**config.mk**
```make
export PLATFORM = sky130hd
export DESIGN_NAME = handshake_elastic_fifo
export DESIGN_NICKNAME = d
export VERILOG_FILES = /design/src/rtl/handshake_elastic_fifo_pkg.sv /design/src/rtl/handshake_elastic_fifo_mem.sv /design/src/rtl/handshake_elastic_fifo.sv
export SDC_FILE = /design/constraint.sdc
export NUM_CORES = 1
export LEC_CHECK = 0
export BUFFER_PORTS_ARGS = -buffer_cell sky130_fd_sc_hd__buf_2
export CAP_MARGIN = 20
export CORE_MARGIN = 3
export CORE_UTILIZATION = 51
export DETAILED_ROUTE_END_ITERATION = 16
export GPL_TIMING_DRIVEN = 0
export PLACE_DENSITY = 0.75
export SLEW_MARGIN = 20
export SYNTH_ARGS = -nofsm -noshare
export SYNTH_HDL_FRONTEND = slang
export SYNTH_SLANG_ARGS = --single-unit
```
**constraint.sdc**
```tcl
create_clock -name clk -period 2 [get_ports clk]
set_input_delay 0 -clock clk [delete_from_list [all_inputs] [get_ports clk]]
set_output_delay 0 -clock clk [all_outputs]
set_load 0.01 [all_outputs]
```
**src/rtl/handshake_elastic_fifo_pkg.sv**
```systemverilog
// handshake_elastic_fifo_pkg: width helpers shared by the elastic FIFO control and storage.
package handshake_elastic_fifo_pkg;

    function automatic int clog2(input int n);
        int r;
        r = 0;
        while ((1 << r) < n) r++;
        return r;
    endfunction

    function automatic int ptr_width(input int depth);
        return clog2(depth);
    endfunction

    // Occupancy must be able to represent DEPTH itself, hence depth+1.
    function automatic int count_width(input int depth);
        return clog2(depth + 1);
    endfunction

endpackage

```
**src/rtl/handshake_elastic_fifo_mem.sv**
```systemverilog
// handshake_elastic_fifo_mem: DEPTH x DATA_WIDTH register file, sync write, async read.
module handshake_elastic_fifo_mem
    import handshake_elastic_fifo_pkg::*;
#(
    parameter int DATA_WIDTH = 32,
    parameter int DEPTH      = 4
) (
    input  logic                         clk,
    input  logic                         we,
    input  logic [ptr_width(DEPTH)-1:0]  waddr,
    input  logic [DATA_WIDTH-1:0]        wdata,
    input  logic [ptr_width(DEPTH)-1:0]  raddr,
    output logic [DATA_WIDTH-1:0]        rdata
);

    logic [DATA_WIDTH-1:0] mem [DEPTH];

    always_ff @(posedge clk) begin
        if (we) mem[waddr] <= wdata;
    end

    assign rdata = mem[raddr];

endmodule

```
**src/rtl/handshake_elastic_fifo.sv**
```systemverilog
// handshake_elastic_fifo: ready/valid elastic FIFO; handshakes depend on registered occupancy only.
module handshake_elastic_fifo
    import handshake_elastic_fifo_pkg::*;
#(
    parameter int DATA_WIDTH = 32,
    parameter int DEPTH      = 4
) (
    input  logic                          clk,
    input  logic                          rst,
    input  logic [DATA_WIDTH-1:0]         ins,
    input  logic                          ins_valid,
    output logic                          ins_ready,
    output logic [DATA_WIDTH-1:0]         outs,
    output logic                          outs_valid,
    input  logic                          outs_ready,
    output logic [count_width(DEPTH)-1:0] count
);

    localparam int PW = ptr_width(DEPTH);
    localparam int CW = count_width(DEPTH);

    logic [PW-1:0]         wr_ptr, rd_ptr;
    logic [DATA_WIDTH-1:0] head;
    logic                  push, pop;

    always_comb begin
        ins_ready  = (count != CW'(DEPTH)) && !rst;
        outs_valid = (count != '0) && !rst;
        push       = ins_valid && ins_ready;
        pop        = outs_valid && outs_ready;
        outs       = outs_valid ? head : '0;
    end

    // Explicit wrap compare keeps non-power-of-two depths correct.
    always_ff @(posedge clk) begin
        if (rst) begin
            wr_ptr <= '0;
            rd_ptr <= '0;
            count  <= '0;
        end else begin
            if (push) wr_ptr <= (wr_ptr == PW'(DEPTH - 1)) ? '0 : wr_ptr + PW'(1);
            if (pop) rd_ptr <= (rd_ptr == PW'(DEPTH - 1)) ? '0 : rd_ptr + PW'(1);
            count <= count + CW'(push) - CW'(pop);
        end
    end

    handshake_elastic_fifo_mem #(
        .DATA_WIDTH(DATA_WIDTH),
        .DEPTH     (DEPTH)
    ) u_mem (
        .clk  (clk),
        .we   (push),
        .waddr(wr_ptr),
        .wdata(ins),
        .raddr(rd_ptr),
        .rdata(head)
    );

endmodule

```
; Word-level counts from Yosys, hierarchy flattened
; Memories as Yosys holds them, arrays and structs flattened. A register that Yosys moved wholly into a read port is not among the register bits.
; Index checks and enable logic that the tools add are counted.
[totals]
output_inout_bits = 37
register_bits = 7
in_bits = 36
elab_cells = 24
mem_count = 1
ram_bits = 128
latchBits = 0
rom_bits = 0
[classes]
mux = 7
n_addsub = 4
bitwise_logic = 0
eq_ne = 3
reduce_logical = 6
n_shift = 0
multipliers = 0
div = 0
magnitude_cmp = 0
[mem_list]
columns = memory, depth, word_bits, read_ports, rd_ports_with_merged_regs, write_ports, line
row1 = u_mem.mem, 4, 32, 1, 1, 1, handshake_elastic_fifo_mem.sv:16  ; logic [DATA_WIDTH-1:0] mem [DEPTH];
[op_table]
columns = op, n
row1 = $mux 32, 1
row2 = $mux 2, 4
row3 = $add 2x1->2 const B, 2
row4 = $eq 2x2->1 const B, 2
row5 = $logic_and 1x1->1, 4
row6 = $add 3x1->3, 1
row7 = $ne 3x3->1 const B, 1
row8 = $reduce_bool 3->1, 1
row9 = $sub 3x1->3, 1
row10 = $mux 1, 2
row11 = $logic_not 1->1, 1

; Longest topological paths before layout
[depth]
depth_word = 5
ltp_mapped = 11

; Modules after synthesis
; A second synthesis with hierarchy kept.
[hier_totals]
cells_unflattened = 245
area_unflattened_um2 = 5340.1
[by_module_without_submodules]
columns = mod, n_inst, area_each_um2, cells_each
row1 = handshake_elastic_fifo_mem, 1, 4689.5, 171
row2 = handshake_elastic_fifo, 1, 650.6, 74

; Least setup slack after synthesis
; OpenSTA, ideal clock, no wires.
[synth_path]
path_kind = flip-flop to flip-flop
startpoint = register count[1]
endpoint = register count[2]
slack_ns = -0.233
t_arrival_ns = 2.155
stages_incl_launch_ff = 12
required_time_ns = 1.922
period_less_slack_ns = 2.233
path_buffers = 0
path_cell_list = dfxtp_1 > nor2_1 > a21oi_2 > inv_1 > ha_1 > inv_1 > ha_1 > inv_1 > fa_1 > xor2_1 > and2_1 > nor3_1
[synth_via]
elab_chain_cells = 5
word_cells_on_any_way = 8
[synth_rtl]
columns = element, line
row1 = start: declaration, handshake_elastic_fifo.sv:16  ; output logic [count_width(DEPTH)-1:0] count
row2 = start signal: assignment, handshake_elastic_fifo.sv:43  ; count <= count + CW'(push) - CW'(pop);
row3 = $ne 3x3->1, handshake_elastic_fifo.sv:27  ; ins_ready = (count != CW'(DEPTH)) && !rst;
row4 = $logic_and 1x1->1, handshake_elastic_fifo.sv:27
row5 = $logic_and 1x1->1, handshake_elastic_fifo.sv:29  ; push = ins_valid && ins_ready;
row6 = $add 3x1->3, handshake_elastic_fifo.sv:43
row7 = $sub 3x1->3 (*), handshake_elastic_fifo.sv:43
; Mark *: on every way between the ends. The rest lies on a longest branch, timed or not.
; A chain may end at the register's enable or synchronous reset.

; Worst setup path in the final report
[layout_path]
startpoint = register count[0]
endpoint = register count[2]
; The elaborated chain is that of the path after synthesis.

==> impl_metrics.json <==
{
  "status": "complete, but fails checks",
  "violations": "setup timing",
  "globalplace.congestion": 0.652,
  "die_height_um": 109,
  "portbufs": 72,
  "fin_skew_ns": 0.00679,
  "pwr-share-comb_pct": 26.5,
  "synth.yosys.seq_area_share_pct": 74.8,
  "critical-path-slowest-cell": "sky130_fd_sc_hd__dfxtp_4",
  "vdd_ir_drop_max_uv": 648,
  "drive_above_1_share_pct": 45.7,
  "final_hold_viol_count": 0,
  "syn-cell-area_sq_um": 5380,
  "regToRegSetupSlack_ns": -0.01,
  "grt_max_degree": 19,
  "chipWidth_um": 109,
  "buffers_from_clock_root_to_sink_at_most": 2,
  "p_int_w": 0.00647,
  "layout.area.seq_sq_um": 4040,
  "final_common_cell": "sky130_fd_sc_hd__edfxtp_1",
  "detail_route.drc_violations": 0,
  "cpPeakStageDelay_ns": 0.39,
  "highest_routed_metal_layer": "met4",
  "detailroute.via_count": 2767,
  "cell_variety_after_synth": 24,
  "ys_async_sr_fraction_pct": 0,
  "drt_pre_antenna_iters": 4,
  "rr_startpoint": "count[0]",
  "tritoncts.num_buffers": 17,
  "insertedDiodeCount": 0,
  "detail-route-antenna-nets": 0,
  "final_cycle_utilization_of_the_critical_path_pct": 101,
  "fin_ws_ns": -0.0110,
  "clock_tree.htree_level_count": 4,
  "multiInputGateArea_sq_um": 1330,
  "grt_antenna_before_repair": 0,
  "report.final.setup_viol": 1,
  "slew_viol_final": 0,
  "power.switching_w": 0.00223,
  "tritoncts": "built",
  "avgRoutedWirePerCell_um": 18.8,
  "critPathLaunchType": "flip-flop",
  "fill_cells": 610,
  "core.rowCount": 36,
  "path_common_cell": "sky130_fd_sc_hd__inv_1",
  "area_growth_pct": 33.5,
  "globalRouteOverflowTotal": 0,
  "edff_count_synth": 128,
  "fmax_mhz": 497,
  "syn_avg_cell_area_sq_um": 21.3,
  "crit_required_ns": 2.44,
  "whs_endpoint": "rd_ptr[1]",
  "detailedPlace.worstSlack_ns": -0.113,
  "wirelength_um": 10100,
  "yosys_warnings": 0,
  "synth_flop_cell": "sky130_fd_sc_hd__edfxtp_1",
  "holdCritStartpoint": "outs_ready",
  "io_pins": 73,
  "dieArea_sq_um": 11800,
  "clock_insertion_delay_at_the_later_pin_of_the_skew_report_ns": 0.52,
  "layout_min_cycle_time_ns": 2.01,
  "mostFrequentLayoutCells": "sky130_fd_sc_hd__edfxtp_1 (128), sky130_fd_sc_hd__buf_2 (70), sky130_fd_sc_hd__dlygate4sd3_1 (33)",
  "switching_share_pct": 25.6,
  "via_count_of_the_first_global_routing_pass": 3026,
  "crit_end_category": "flip-flop",
  "cts.root.buffer_cell": "sky130_fd_sc_hd__clkbuf_8",
  "met2_wirelength_um": 5430,
  "hold_class": "in2reg",
  "seq_power_share_pct": 40.5,
  "post_drt_via_cell_ratio": 5.16,
  "post_synth_inst_count": 253,
  "worst_r2r_endpoint": "count[2]",
  "synth_nets": 297,
  "max-slew-margin-rel_pct": 66.9,
  "critical_path.cell_chain": "nor2_4, a21oi_4, inv_1, ha_1, inv_1, ha_1, inv_1, fa_2, xor2_2, and2_1, nor3_2",
  "worstHoldPathCells": 4,
  "clockPowerShare_pct": 33.0,
  "hpwlAfterDp_um": 6000,
  "power.density_cell_area_nw_per_um2": 1210,
  "cp_max_fo": 4,
  "utilization_pct": 71.8,
  "timing_worst_slew_pin_value_ns": 0.497,
  "layout.nets": 434,
  "grt_usage_pct": 18.7,
  "first_iter_violations": 133,
  "global_route_wire_length_before_repair_um": 15700,
  "met3_length_um": 415,
  "core_region_area_sq_um": 10000,
  "met1_length_um": 3960,
  "tritoncts_num_sinks": 137,
  "synth_seq_cells": 137,
  "p_leak_nw": 2.60,
  "cts.clk_slew.worst_paths_ns": 0.06,
  "timing.critical_path.arrival_ns": 2.46,
  "unrepaired_setup_endpoints_after_global_routing": "yes",
  "starting_utilization_of_the_core_area_pct": 53.8,
  "timing_worst_setup_path_type": "reg2reg",
  "drv.max_cap_violation_count": 0,
  "worstRegToRegCells": 11
}
-- critical path: cells and delay by family, from the launching register on --
kind	cells	cell delay, ns
adder cells (fa/ha/maj)	3	0.76
flip-flops	1	0.39
AND/OR/NAND/NOR	3	0.30
XOR/XNOR	1	0.17
buffers and inverters	3	0.17
AO/OA/AOI/OAI	1	0.15
-- power groups by stage --
stage          registers [W]  logic (W)  clock network [W]
6_report             0.00352    0.00230            0.00287
5_1_grt              0.00355    0.00250            0.00305
4_1_cts              0.00352    0.00201            0.00292
3_5_place_dp         0.00357    0.00188                  0
3_3_place_gp         0.00356    0.00179                  0
2_1_floorplan        0.00356    0.00130                  0
-- synth_stat cells, types with 2 or more instances --
cell type	instances	share of area, %
sky130_fd_sc_hd__buf_12	3	1.1
sky130_fd_sc_hd__nor2b_1	34	4.0
sky130_fd_sc_hd__clkbuf_1	2	0.14
sky130_fd_sc_hd__buf_2	5	0.47
sky130_fd_sc_hd__mux4_2	30	13
sky130_fd_sc_hd__inv_1	6	0.42
sky130_fd_sc_hd__mux4_1	2	0.98
sky130_fd_sc_hd__and2_1	5	0.58
sky130_fd_sc_hd__ha_1	7	1.6
sky130_fd_sc_hd__dfxtp_1	9	3.3
sky130_fd_sc_hd__edfxtp_1	128	71
sky130_fd_sc_hd__nor2_1	7	0.49
sky130_fd_sc_hd__mux2_2	4	0.84
-- worst max-delay path by stage --
stage                        start                to  slack [ns]  cells after the start
after detailed placement  count[2]          count[2]       -0.11                     10
after CTS                 count[0]          count[2]      -0.007                     10
after global placement    count[1]  u_mem.mem[0][22]       -0.41                      3
after floorplan           count[2]          count[2]        0.03                     10
after global routing      count[0]          count[2]       -0.13                     11
final                     count[0]          count[2]       -0.01                     11
-- layer usage --
| layer | vias to the layer above | global-route usage, % |
|---|---|---|
| li1 | 1283 | - |
| met1 | 1393 | 21.4 |
| met2 | 66 | 32.1 |
| met3 | 25 | 6.22 |
| met4 | 0 | 8.03 |
| met5 | - | 0 |
-- logic make-up after synthesis --
group	after synthesis	share of synthesized area [%]
AOI/OAI and AO/OA	2	0.256
adders and majority gates	8	2.00
buffers and inverters	17	2.35
DFF	137	74.8
and+or+nand+nor	52	6.07
xor gates and xnor gates	1	0.163
muxes	36	14.4
-- flip-flops by register name, summed over array words and instances (netlist names), named ones only --
register and cells:
rd_ptr 2, count 3, u_mem.mem 128, wr_ptr 2
-- layout make-up --
| class | count | area share (%) |
|---|---|---|
| buffer | 11 | 1.71 |
| clock buffer | 19 | 5.87 |
| clock inverter | 13 | 1.79 |
| inverter | 6 | 0.314 |
| multi-input combinational | 99 | 18.5 |
| sequential | 137 | 56.2 |
| tap | 133 | 2.32 |
| timing repair buffer | 118 | 13.3 |
-- what timing repair did --
item | 4_1_cts | 5_1_grt
hold buffers | 33 | 0
hold endpoints to repair | 131 | 0
pin swaps | 3 | 0
gates cloned | 0 | 3
gates resized for setup | 6 | 27
setup buffers | 4 | 2
setup endpoints to repair | 21 | 27
-- metrics by stage --
step / cell area [sq um] / hold slack [ns] / power [W] / TNS, ns / cells
after floorplan: 5400 / 0.0989 / 0.00485 / 0 / 253
after CTS: 6970 / 0.0367 / 0.00844 / -0.00736 / 531
final: 7180 / 0.0681 / 0.00870 / -0.0110 / 536
after detailed placement: 6050 / 0.215 / 0.00545 / -0.113 / 462
after global placement: 5930 / 0.210 / 0.00535 / -51.33 / 458
after global routing: 7180 / 0.0959 / 0.00909 / -0.183 / 536
No activity file was read; power rests on OpenSTA's default activity.
